File: src/rtl/ccr_unit_pkg.sv
// ccr_unit_pkg
//   Shared definitions for the condition-code register slice:
//   - branch-type encodings carried on i_branch_type
//   - bit positions of the Z/N/C flags inside a packed 3-bit flag word
//   - a helper that evaluates a conditional jump against a flag word
package ccr_unit_pkg;

   typedef enum logic [1:0] {
      BR_JMP = 2'b00,
      BR_JZ  = 2'b01,
      BR_JN  = 2'b10,
      BR_JC  = 2'b11
   } br_type_e;

   localparam int unsigned FLAG_Z = 0;
   localparam int unsigned FLAG_N = 1;
   localparam int unsigned FLAG_C = 2;
   localparam int unsigned FLAG_W = 3;

   // Jump condition against a packed {C,N,Z} flag word.
   function automatic logic branch_cond(input logic [FLAG_W-1:0] flags,
                                        input logic [1:0]        btype);
      logic hit;
      hit = 1'b0;
      case (btype)
         BR_JMP:  hit = 1'b1;
         BR_JZ:   hit = flags[FLAG_Z];
         BR_JN:   hit = flags[FLAG_N];
         BR_JC:   hit = flags[FLAG_C];
         default: hit = 1'b0;
      endcase
      return hit;
   endfunction

endpackage

File: src/rtl/ccr_unit_flag_stack.sv
// flag_stack
//   Small LIFO of 3-bit flag snapshots.
//   Ports:
//     clk, reset      clock, synchronous active-high reset (empties the stack)
//     push, push_data write push_data on top (ignored when full)
//     pop             discard top entry (ignored when empty)
//     top_data        current top entry (undefined content when empty)
//     full, empty     occupancy status
//     depth           number of occupied entries
//   A cycle with both push and pop changes nothing; the owner never issues
//   both together.
import ccr_unit_pkg::*;

module flag_stack #(
   parameter int unsigned DEPTH   = 2,
   parameter int unsigned DEPTH_W = $clog2(DEPTH + 1)
) (
   input  logic                clk,
   input  logic                reset,
   input  logic                push,
   input  logic [FLAG_W-1:0]   push_data,
   input  logic                pop,
   output logic [FLAG_W-1:0]   top_data,
   output logic                full,
   output logic                empty,
   output logic [DEPTH_W-1:0]  depth
);

   logic [FLAG_W-1:0]  mem [DEPTH];
   logic [DEPTH_W-1:0] count;

   logic do_push;
   logic do_pop;

   assign full    = (count == DEPTH_W'(DEPTH));
   assign empty   = (count == '0);
   assign depth   = count;
   assign do_push = push & ~pop & ~full;
   assign do_pop  = pop & ~push & ~empty;

   always_ff @(posedge clk) begin
      if (reset) begin
         count <= '0;
      end else if (do_push) begin
         count <= count + 1'b1;
      end else if (do_pop) begin
         count <= count - 1'b1;
      end
   end

   // Entry slot is selected by comparison rather than indexing so DEPTH=1
   // needs no zero-width index.
   always_ff @(posedge clk) begin
      for (int unsigned i = 0; i < DEPTH; i++) begin
         if (reset) begin
            mem[i] <= '0;
         end else if (do_push && (count == DEPTH_W'(i))) begin
            mem[i] <= push_data;
         end
      end
   end

   always_comb begin
      top_data = '0;
      for (int unsigned i = 0; i < DEPTH; i++) begin
         if (count == DEPTH_W'(i + 1)) begin
            top_data = mem[i];
         end
      end
   end

endmodule

File: src/rtl/ccr_unit.sv
// ccr_unit
//   Condition-code register for the execute-memory stage. Holds Z/N/C,
//   resolves conditional jumps from the held flags, clears the tested flag
//   on a taken jump, and saves/restores flags on interrupt entry/RTI.
//   Ports:
//     i_clk, i_reset                      clock, synchronous active-high reset
//     i_stall                             freeze flags, stack and errors
//     i_alu_valid, i_alu_z/n/c            ALU flag write
//     i_setc, i_clrc                      carry set/clear instructions
//     i_branch_valid, i_branch_type       branch present and its kind
//     i_int_save, i_int_restore           push / pop the flag snapshot
//     o_zero/negative/carry_flag          registered flags
//     o_branch_taken                      combinational jump decision
//     o_depth                             occupied save-stack entries
//     o_overflow/underflow/conflict       sticky error indications
import ccr_unit_pkg::*;

module ccr_unit #(
   parameter int unsigned SAVE_DEPTH = 2
) (
   input  logic                               i_clk,
   input  logic                               i_reset,
   input  logic                               i_stall,
   input  logic                               i_alu_valid,
   input  logic                               i_alu_z,
   input  logic                               i_alu_n,
   input  logic                               i_alu_c,
   input  logic                               i_setc,
   input  logic                               i_clrc,
   input  logic                               i_branch_valid,
   input  logic [1:0]                         i_branch_type,
   input  logic                               i_int_save,
   input  logic                               i_int_restore,
   output logic                               o_zero_flag,
   output logic                               o_negative_flag,
   output logic                               o_carry_flag,
   output logic                               o_branch_taken,
   output logic [$clog2(SAVE_DEPTH+1)-1:0]    o_depth,
   output logic                               o_overflow,
   output logic                               o_underflow,
   output logic                               o_conflict
);

   localparam int unsigned DEPTH_W = $clog2(SAVE_DEPTH + 1);

   logic [FLAG_W-1:0] flags_q;
   logic [FLAG_W-1:0] flags_d;
   logic [FLAG_W-1:0] stack_top;
   logic              stack_full;
   logic              stack_empty;

   logic save_req;
   logic restore_req;
   logic conflict_now;
   logic push_ok;
   logic pop_ok;
   logic overflow_now;
   logic underflow_now;

   logic overflow_q;
   logic underflow_q;
   logic conflict_q;

   assign o_zero_flag     = flags_q[FLAG_Z];
   assign o_negative_flag = flags_q[FLAG_N];
   assign o_carry_flag    = flags_q[FLAG_C];
   assign o_overflow      = overflow_q;
   assign o_underflow     = underflow_q;
   assign o_conflict      = conflict_q;

   assign o_branch_taken = i_branch_valid & branch_cond(flags_q, i_branch_type);

   // Requests during a stall are dropped; simultaneous save+restore cancels both.
   assign save_req      = i_int_save & ~i_stall;
   assign restore_req   = i_int_restore & ~i_stall;
   assign conflict_now  = save_req & restore_req;
   assign push_ok       = save_req & ~conflict_now & ~stack_full;
   assign pop_ok        = restore_req & ~conflict_now & ~stack_empty;
   assign overflow_now  = save_req & ~conflict_now & stack_full;
   assign underflow_now = restore_req & ~conflict_now & stack_empty;

   always_comb begin
      flags_d = flags_q;
      if (i_stall) begin
         flags_d = flags_q;
      end else if (restore_req && !conflict_now) begin
         // A restore against an empty stack leaves the flags untouched.
         flags_d = stack_empty ? flags_q : stack_top;
      end else if (i_alu_valid) begin
         flags_d[FLAG_Z] = i_alu_z;
         flags_d[FLAG_N] = i_alu_n;
         flags_d[FLAG_C] = i_alu_c;
      end else begin
         if (i_setc) begin
            flags_d[FLAG_C] = 1'b1;
         end else if (i_clrc) begin
            flags_d[FLAG_C] = 1'b0;
         end else if (o_branch_taken && (i_branch_type == BR_JC)) begin
            flags_d[FLAG_C] = 1'b0;
         end
         if (o_branch_taken && (i_branch_type == BR_JZ)) begin
            flags_d[FLAG_Z] = 1'b0;
         end
         if (o_branch_taken && (i_branch_type == BR_JN)) begin
            flags_d[FLAG_N] = 1'b0;
         end
      end
   end

   always_ff @(posedge i_clk) begin
      if (i_reset) begin
         flags_q     <= '0;
         overflow_q  <= 1'b0;
         underflow_q <= 1'b0;
         conflict_q  <= 1'b0;
      end else begin
         flags_q <= flags_d;
         if (overflow_now)  overflow_q  <= 1'b1;
         if (underflow_now) underflow_q <= 1'b1;
         if (conflict_now)  conflict_q  <= 1'b1;
      end
   end

   flag_stack #(
      .DEPTH   (SAVE_DEPTH),
      .DEPTH_W (DEPTH_W)
   ) u_stack (
      .clk       (i_clk),
      .reset     (i_reset),
      .push      (push_ok),
      .push_data (flags_q),
      .pop       (pop_ok),
      .top_data  (stack_top),
      .full      (stack_full),
      .empty     (stack_empty),
      .depth     (o_depth)
   );

endmodule

File: config.mk
export PLATFORM = sky130hd
export DESIGN_NAME = ccr_unit
export DESIGN_NICKNAME = d
export VERILOG_FILES = /design/src/rtl/ccr_unit_pkg.sv /design/src/rtl/ccr_unit_flag_stack.sv /design/src/rtl/ccr_unit.sv
export SDC_FILE = /design/constraint.sdc
export NUM_CORES = 1
export LEC_CHECK = 0
export ABC_AREA = 1
export CORE_ASPECT_RATIO = 0.8
export CORE_MARGIN = 2
export CORE_UTILIZATION = 42
export DETAILED_ROUTE_END_ITERATION = 10
export HOLD_SLACK_MARGIN = 0.15
export PLACE_DENSITY = 0.74
export SLEW_MARGIN = 10
export SYNTH_ARGS = -nofsm -noshare
export SYNTH_HDL_FRONTEND = slang
export SYNTH_HIERARCHICAL = 1
export SYNTH_SLANG_ARGS = --single-unit
File: constraint.sdc
create_clock -name i_clk -period 2.05 [get_ports i_clk]
set_clock_uncertainty 0.1 [all_clocks]
set_input_delay 0.3075 -clock i_clk [delete_from_list [all_inputs] [get_ports i_clk]]
set_output_delay 0.3075 -clock i_clk [all_outputs]
set_load 0.05 [all_outputs]
* Yosys cells after proc, flatten, opt, wreduce, memory -nomap -nowiden
Memories as Yosys holds them, arrays and structs flattened. Cells that the tools add are included. W data, S select, Z words.
Storage, ports and cells: output and inout port bits 9, register bits after elaboration 8, bits of input ports 14, RAM bits 6, logic and storage cells 77, memories 1
Operators by class: $add $sub $neg 2, multiplexer cells 23, reductions and logical operators 16, bitwise logic cells 22, equality and inequality tests 6
Memory list:
- u_stack.mem | depth 2, width 3, rd ports 2, clocked after memory_dff 0, write ports 2, line ccr_unit_flag_stack.sv:29 | logic [FLAG_W-1:0] mem [DEPTH];
Operators by type and width (count):
- $mux W3 | 7
- $and A1 B1 Y1 | 14
- $mux W1 | 13
- $reduce_and A3 Y1 | 3
- $eq A2 B2 Y1 const B | 3
- $logic_and A1 B1 Y1 | 6
- $not A1 Y1 | 6
- $reduce_bool A3 Y1 | 2
- $reduce_bool A5 Y1 | 1
- $eq A2 B1 Y1 const B | 2
- $logic_not A2 Y1 | 2
- $mux W2 | 2
- $pmux W1 S4 | 1
- $add A2 B1 Y2 const B | 1
- $ne A2 B2 Y1 const B | 1
- $or A1 B1 Y1 | 2
- $reduce_bool A2 Y1 | 1
- $sub A2 B1 Y2 const B | 1
- $logic_not A1 Y1 | 1

* Longest topological paths before layout
Gate-level depths: netlist (run 1).
word-level depth 14, gate-level depth with buffers 10, gate-level depth less buffers 10

* Modules after synthesis
Netlist (run 1), hierarchy kept.
Modules (own cells, without submodules):
- flag_stack | cells an instance 58, area an instance 461.7 um2, times used 1
- ccr_unit | cells an instance 67, area an instance 404.1 um2, times used 1

* Worst setup path after synthesis (run 1)
Ideal clock, no wire load.
path kind reg2reg, from register u_stack.count[0] (netlist: u_stack/depth[0]), to memory u_stack.mem[0][0], enable pin, path slack -0.415 ns, clock period less this slack 2.465 ns, cell stages (with the launch flop) 6, data arrival time 2.021 ns, path buffers 0, path through dfxtp_1 -> inv_1 -> ha_1 -> nor4_1 -> nand2_2 -> o21ai_0
RTL lines:
- start, declared | line ccr_unit_flag_stack.sv:30 | logic [DEPTH_W-1:0] count;
- start signal, assigned | line ccr_unit_flag_stack.sv:45 | count <= count + 1'b1;
- start signal, assigned | line ccr_unit_flag_stack.sv:47 | count <= count - 1'b1;
- end, declared | line ccr_unit_flag_stack.sv:29

* Worst setup path in the final report (run 1)
from register flags_q[1], to output o_negative_flag
RTL lines:
- start, declared | line ccr_unit.sv:46 | logic [FLAG_W-1:0] flags_q;
- start signal, assigned | line ccr_unit.sv:117 | flags_q <= flags_d;
- end, declared | line ccr_unit.sv:35 | output logic o_negative_flag,
No word-level cell between the ends.

==> flow_summary.json, run 1 <==
{
  "status": "completed",
  "min_period_ps": 1920,
  "cts-resized-gates": 0,
  "layout_common_cells": "nand2_1, clkdlybuf4s50_1, inv_1",
  "cts_setup_buffers": 0,
  "fillCellCount": 173,
  "final_cells": 180,
  "dieArea_um2": 2440,
  "start_util_pct": 45.3,
  "r2r_start": "u_stack/depth[0]$_SDFFE_PP0P_",
  "portBuffers": 22,
  "layout_commonest_cell": "nand2_1",
  "synth_seq_cells": 14,
  "placed_area_um2": 1170,
  "crit_slowest_cell": "clkdlybuf4s50_1",
  "final_layout_size_suffix_gt1_share_pct": 12.8,
  "post-route-drc-count": 0,
  "ir_drop_uv": 392,
  "cts_made_buffers": 3,
  "gr-total-overflow": 0,
  "worst-path-stages": 1,
  "startpoint_type": "flip-flop",
  "synthToLayoutAreaGrowth_pct": 38.6,
  "grt_pass1_vias": 743,
  "gp_congestion": 0.806,
  "synth_cells": 125,
  "ant_nets": 0,
  "finalSetupTns_ps": 0,
  "post_drt_wl_per_cell_um": 10.3,
  "via_count": 855,
  "relSlewSlack_pct": 66.5,
  "grt_first_pass_wirelength_um": 3070,
  "tightest_slew_ps": 502,
  "cp-end-kind": "primary output",
  "setup_violations": 0,
  "r2r_end": "u_stack/mem[0][2]$_SDFFCE_PN0P_",
  "yosysSeqAreaShare_pct": 39.3,
  "p_leak_nw": 0.543,
  "nNetsFinal": 174,
  "dpl_worst_slack_ps": 21.3,
  "rsz0062_at_grt": "no",
  "endpoint": "o_negative_flag",
  "finalMaxSlewViolations": 0,
  "clockBufferDepth": 2,
  "critPathMaxStageDelay_ps": 830,
  "hp-class": "flip-flop to flip-flop",
  "dp_cells": 176,
  "crit_fanout": 5,
  "routed_via_density": 4.75,
  "synthesis.area_um2": 866,
  "timing.fmax_mhz": 521,
  "drtIter0Drc": 17,
  "yosysUniqueCellTypes": 21,
  "clock_sinks": 14,
  "clkTransAtPathRegs_ps": 80,
  "syn_nets": 142,
  "antenna_found_initial": 0,
  "critical_path_required_ps": 1640,
  "hold_path_depth": 1,
  "clk_latency_ps": 270,
  "reg2regPathDepth": 5,
  "final.setup.worst_slack_ps": 132,
  "syn_area_per_cell_um2": 6.93,
  "die_w_um": 54.8,
  "hold_viol_final": 0,
  "clockRootBuffer": "clkbuf_4",
  "yosys_warnings": 6,
  "holdBufCountCts": 0,
  "ios": 23,
  "cpLargestDelayFamily": "buffers and inverters",
  "drv_cap": 0,
  "firstDrtPassIters": 4,
  "final.period_utilization_pct": 93.5,
  "dpl.hpwl_um": 1570,
  "cp-startpoint": "flags_q[1]$_SDFFE_PP0P_",
  "grt_usage_pct": 17.9,
  "die_h_um": 44.6,
  "crit_type": "flip-flop to primary output",
  "core-area_um2": 1910,
  "cp_cell_sequence": "clkdlybuf4s50_1",
  "critPathBufInv": 1,
  "power_density_nw_per_um2": 558,
  "htreeDepth": 1,
  "design_area_um2": 1200,
  "antenna_cells": 0,
  "routed_wirelength_um": 1860,
  "r2r_slack_ps": 250,
  "grt_max_degree": 9,
  "whs_ps": 379,
  "crit_arrival_ps": 1510,
  "tritoncts": "yes",
  "rows": 14
}
[report_power, final]
part	internal (mW)	total (mW)	switching [mW]
clock network	0.0703	0.152	0.0815
registers	0.305	0.316	0.0103
logic	0.0823	0.202	0.119
total	0.458	0.669	0.211
[area by class of cell]
cell class | instances | area (um^2) | share of cell area [%]
tap | 24 | 30.0 | 2.50
multi-input combinational | 89 | 449 | 37.4
inverter | 22 | 82.6 | 6.88
timing repair buffer | 27 | 268 | 22.3
clock buffer | 3 | 22.5 | 1.88
sequential | 14 | 344 | 28.7
clock inverter | 1 | 3.75 | 0.313
[synth_stat cells]
library cell	instances	area, um^2
o21ai_0	5	25.0
nor4_1	1	6.26
nand4_1	2	12.5
nand2_2	1	6.26
inv_1	20	75.1
o21a_1	1	7.51
nor3_1	3	15.0
edfxtp_1	6	180
nor2_1	18	67.6
inv_2	2	7.51
nor2_4	1	11.3
ha_1	3	37.5
nand3_1	14	70.1
and2_1	1	6.26
nand3_2	2	20.0
nor2_2	2	12.5
a21oi_1	4	20.0
or2_0	1	6.26
nor3_2	1	10.0
dfxtp_1	8	160
nand2_1	29	109
[registers in the layout, indices dropped and copies added (netlist names)]
| register | flops |
|---|---|
| flags_q | 3 |
| o_conflict | 1 |
| o_overflow | 1 |
| o_underflow | 1 |
| u_stack/depth | 2 |
| u_stack/mem | 6 |
[through the flow]
step / util [%] / total power, mW
2_1_floorplan: - / 0.441
3_3_place_gp: 61.5 / 0.521
3_5_place_dp: 61.5 / 0.523
4_1_cts: 62.8 / 0.680
5_1_grt: 62.8 / 0.715
6_report: 62.8 / 0.669
[metal layers]
metal / GRT usage [%] / up-vias / routed length [um]
met5: 0 / - / 0
met4: 4.50 / 0 / 0
met3: 5.41 / 0 / 83
met2: 26.7 / 21 / 833
met1: 25.2 / 373 / 940
li1: - / 461 / -
[cells by family (layout without fill, tap and decap cells)]
kind of cell / Yosys count / count (layout) / share of synthesized area (%)
simple gates: 76 / 76 / 40.8
buf+inv: 22 / 53 / 9.54
flops: 14 / 14 / 39.3
compound gates: 10 / 10 / 6.07
fa+ha+maj: 3 / 3 / 4.34
[worst min-delay path by stage]
stage | from | endpoint | slack, ps
after floorplan | i_reset | o_overflow$_SDFFE_PP0P_ | 280
after global placement | o_overflow$_SDFFE_PP0P_ | o_overflow$_SDFFE_PP0P_ | 350
after detailed placement | o_conflict$_SDFFE_PP0P_ | o_conflict$_SDFFE_PP0P_ | 360
after CTS | o_conflict$_SDFFE_PP0P_ | o_conflict$_SDFFE_PP0P_ | 380
after global routing | o_underflow$_SDFFE_PP0P_ | o_underflow$_SDFFE_PP0P_ | 420
final | o_conflict$_SDFFE_PP0P_ | o_conflict$_SDFFE_PP0P_ | 380
Note: power is estimated with default switching activity, not from simulation.
==> inputs of run 2 (changes only) <==
CTS_CLUSTER_DIAMETER = 100   (was default)
==> results of run 2 <==
Same layout as run 1: the final DEF is identical, and so are final timing and power.
==> edit, RTL diff (config.mk and constraints of run 2) <==
Set the package constant `FLAG_W` to 5 (it was 3).
--- a/src/rtl/ccr_unit_pkg.sv
+++ b/src/rtl/ccr_unit_pkg.sv
@@ -16,5 +16,5 @@
    localparam int unsigned FLAG_N = 1;
    localparam int unsigned FLAG_C = 2;
-   localparam int unsigned FLAG_W = 3;
+   localparam int unsigned FLAG_W = 5;
 
    // Jump condition against a packed {C,N,Z} flag word.
Formal check against the unedited RTL: same outputs for any inputs over 10 cycles, from zero or initial values and one cycle with i_reset high; that may be too few to reach the edited logic, so the function may still have changed.
==> edit against run 2 <==
  * Critical path type unchanged
  * Largest cell class unchanged
  * Worst setup slack better by 0.0032 ns
  * Combinational power up 5%
  * Sequential share of layout area down 1.1 points
  * Design area up 4.2%
  * Maximum frequency up 0.17%
  * Routed wire length up 1.2%
  * Sequential cell count unchanged
  * Hold slack worse by 0.0045 ns
  * Count of clock-buffer cells in the layout unchanged
  * Total power up 1.4%
  * Area after synthesis up 4.6%
  * First-iteration DRC count up 65%
  * Non-clock buffer count unchanged
==> edit: results <==
[outcome]
outcome = "finished, final reports clean"

[setup_path]
cpMaxStageDelayCell = "clkdlybuf4s50_1"
timing.rr.start = "u_stack/depth[0]$_SDFFE_PP0P_"
arrival_ns = 1.51
rr_worst_depth = 8
cpPeakStageDelay_ns = 0.83
r2r_slack_ns = 0.24
worstReg2RegEnd = "u_stack/mem[0][0]$_SDFFCE_PN0P_"

[global_route]
grt_pass1_wl_um = 3350
grt_usage_pct = 17.0
grt_pass1_vias = 790
antenna_found_initial = 0
grt_max_degree = 9

[clock_network]
clk_latency_ns = 0.27
clk_pin_slew_ns = 0.08
cts_setup_buffers = 0
cts_buffers = 3
h-tree-depth = 1
cts.path.max_buffers = 2
root_buffer = "clkbuf_4"

[hold_path]
hp-class = "flip-flop to flip-flop"
holdPathStages = 1
hold_end = "o_conflict$_SDFFE_PP0P_"
hp-start = "o_conflict$_SDFFE_PP0P_"

[cells_and_area]
nets = 175
largest-register = "u_stack/mem"
fillers = 201
drive_gt1_share_pct = 14.0
largest_reg_flops = 6
n_antenna_cell = 0

[pwr]
leakagePower_nw = 0.561
max-vdd-ir-drop_uv = 455

[drt]
firstDrtPassIters = 4
dr_total_vias = 872
drt_first_iter_violations = 28
wirelength_um = 1880

[synth]
yosysWarnings = 6
synth_nets = 143

[placement]
gp_congestion = 0.808
dp_hpwl_um = 1580
pre_cts_ws_ns = 0.0309

[timing]
slew_headroom_pct = 65.5
min_period_ns = 1.91
edit: layer usage:
metal | vias up | part of all wire, % | track usage (%)
met3 | 0 | 5.0 | 4.26
li1 | 464 | - | -
met2 | 23 | 43 | 27.4
met5 | - | 0 | 0
met1 | 385 | 52 | 24.3
met4 | 0 | 0 | 1.43
edit: stage by stage:
step	cell area, µm²	hold WS (ns)	cells
floorplan	925	0.280	126
global placement	1220	0.357	178
detailed placement	1220	0.358	178
CTS	1250	0.382	182
global route	1250	0.403	182
finish	1250	0.374	182
edit: power breakdown:
part	leakage (nW)	internal, W	switching (W)
Combinational	0.417	0.0000860	0.000127
Sequential	0.129	0.000305	0.00000992
Clock	0.0154	0.0000703	0.0000800
edit: final cells by class:
class                      instances  area (µm²)  share of cell area (%)
clock buffer                       3        22.5                    1.80
clock inverter                     1        3.75                   0.300
inverter                          23        88.8                    7.11
multi-input combinational         89         492                    39.3
sequential                        14         344                    27.5
tap                               25        31.3                    2.50
timing repair buffer              27         268                    21.4
edit: how the worst max path moves through the flow:
stage | startpoint | end
after detailed placement | i_int_save | u_stack/mem[0][0]$_SDFFCE_PN0P_
after floorplan | u_stack/depth[1]$_SDFFE_PP0P_ | u_stack/mem[1][0]$_SDFFCE_PN0P_
final | flags_q[1]$_SDFFE_PP0P_ | o_negative_flag
after global routing | flags_q[1]$_SDFFE_PP0P_ | o_negative_flag
after CTS | flags_q[1]$_SDFFE_PP0P_ | o_negative_flag
after global placement | i_int_save | u_stack/mem[0][1]$_SDFFCE_PN0P_
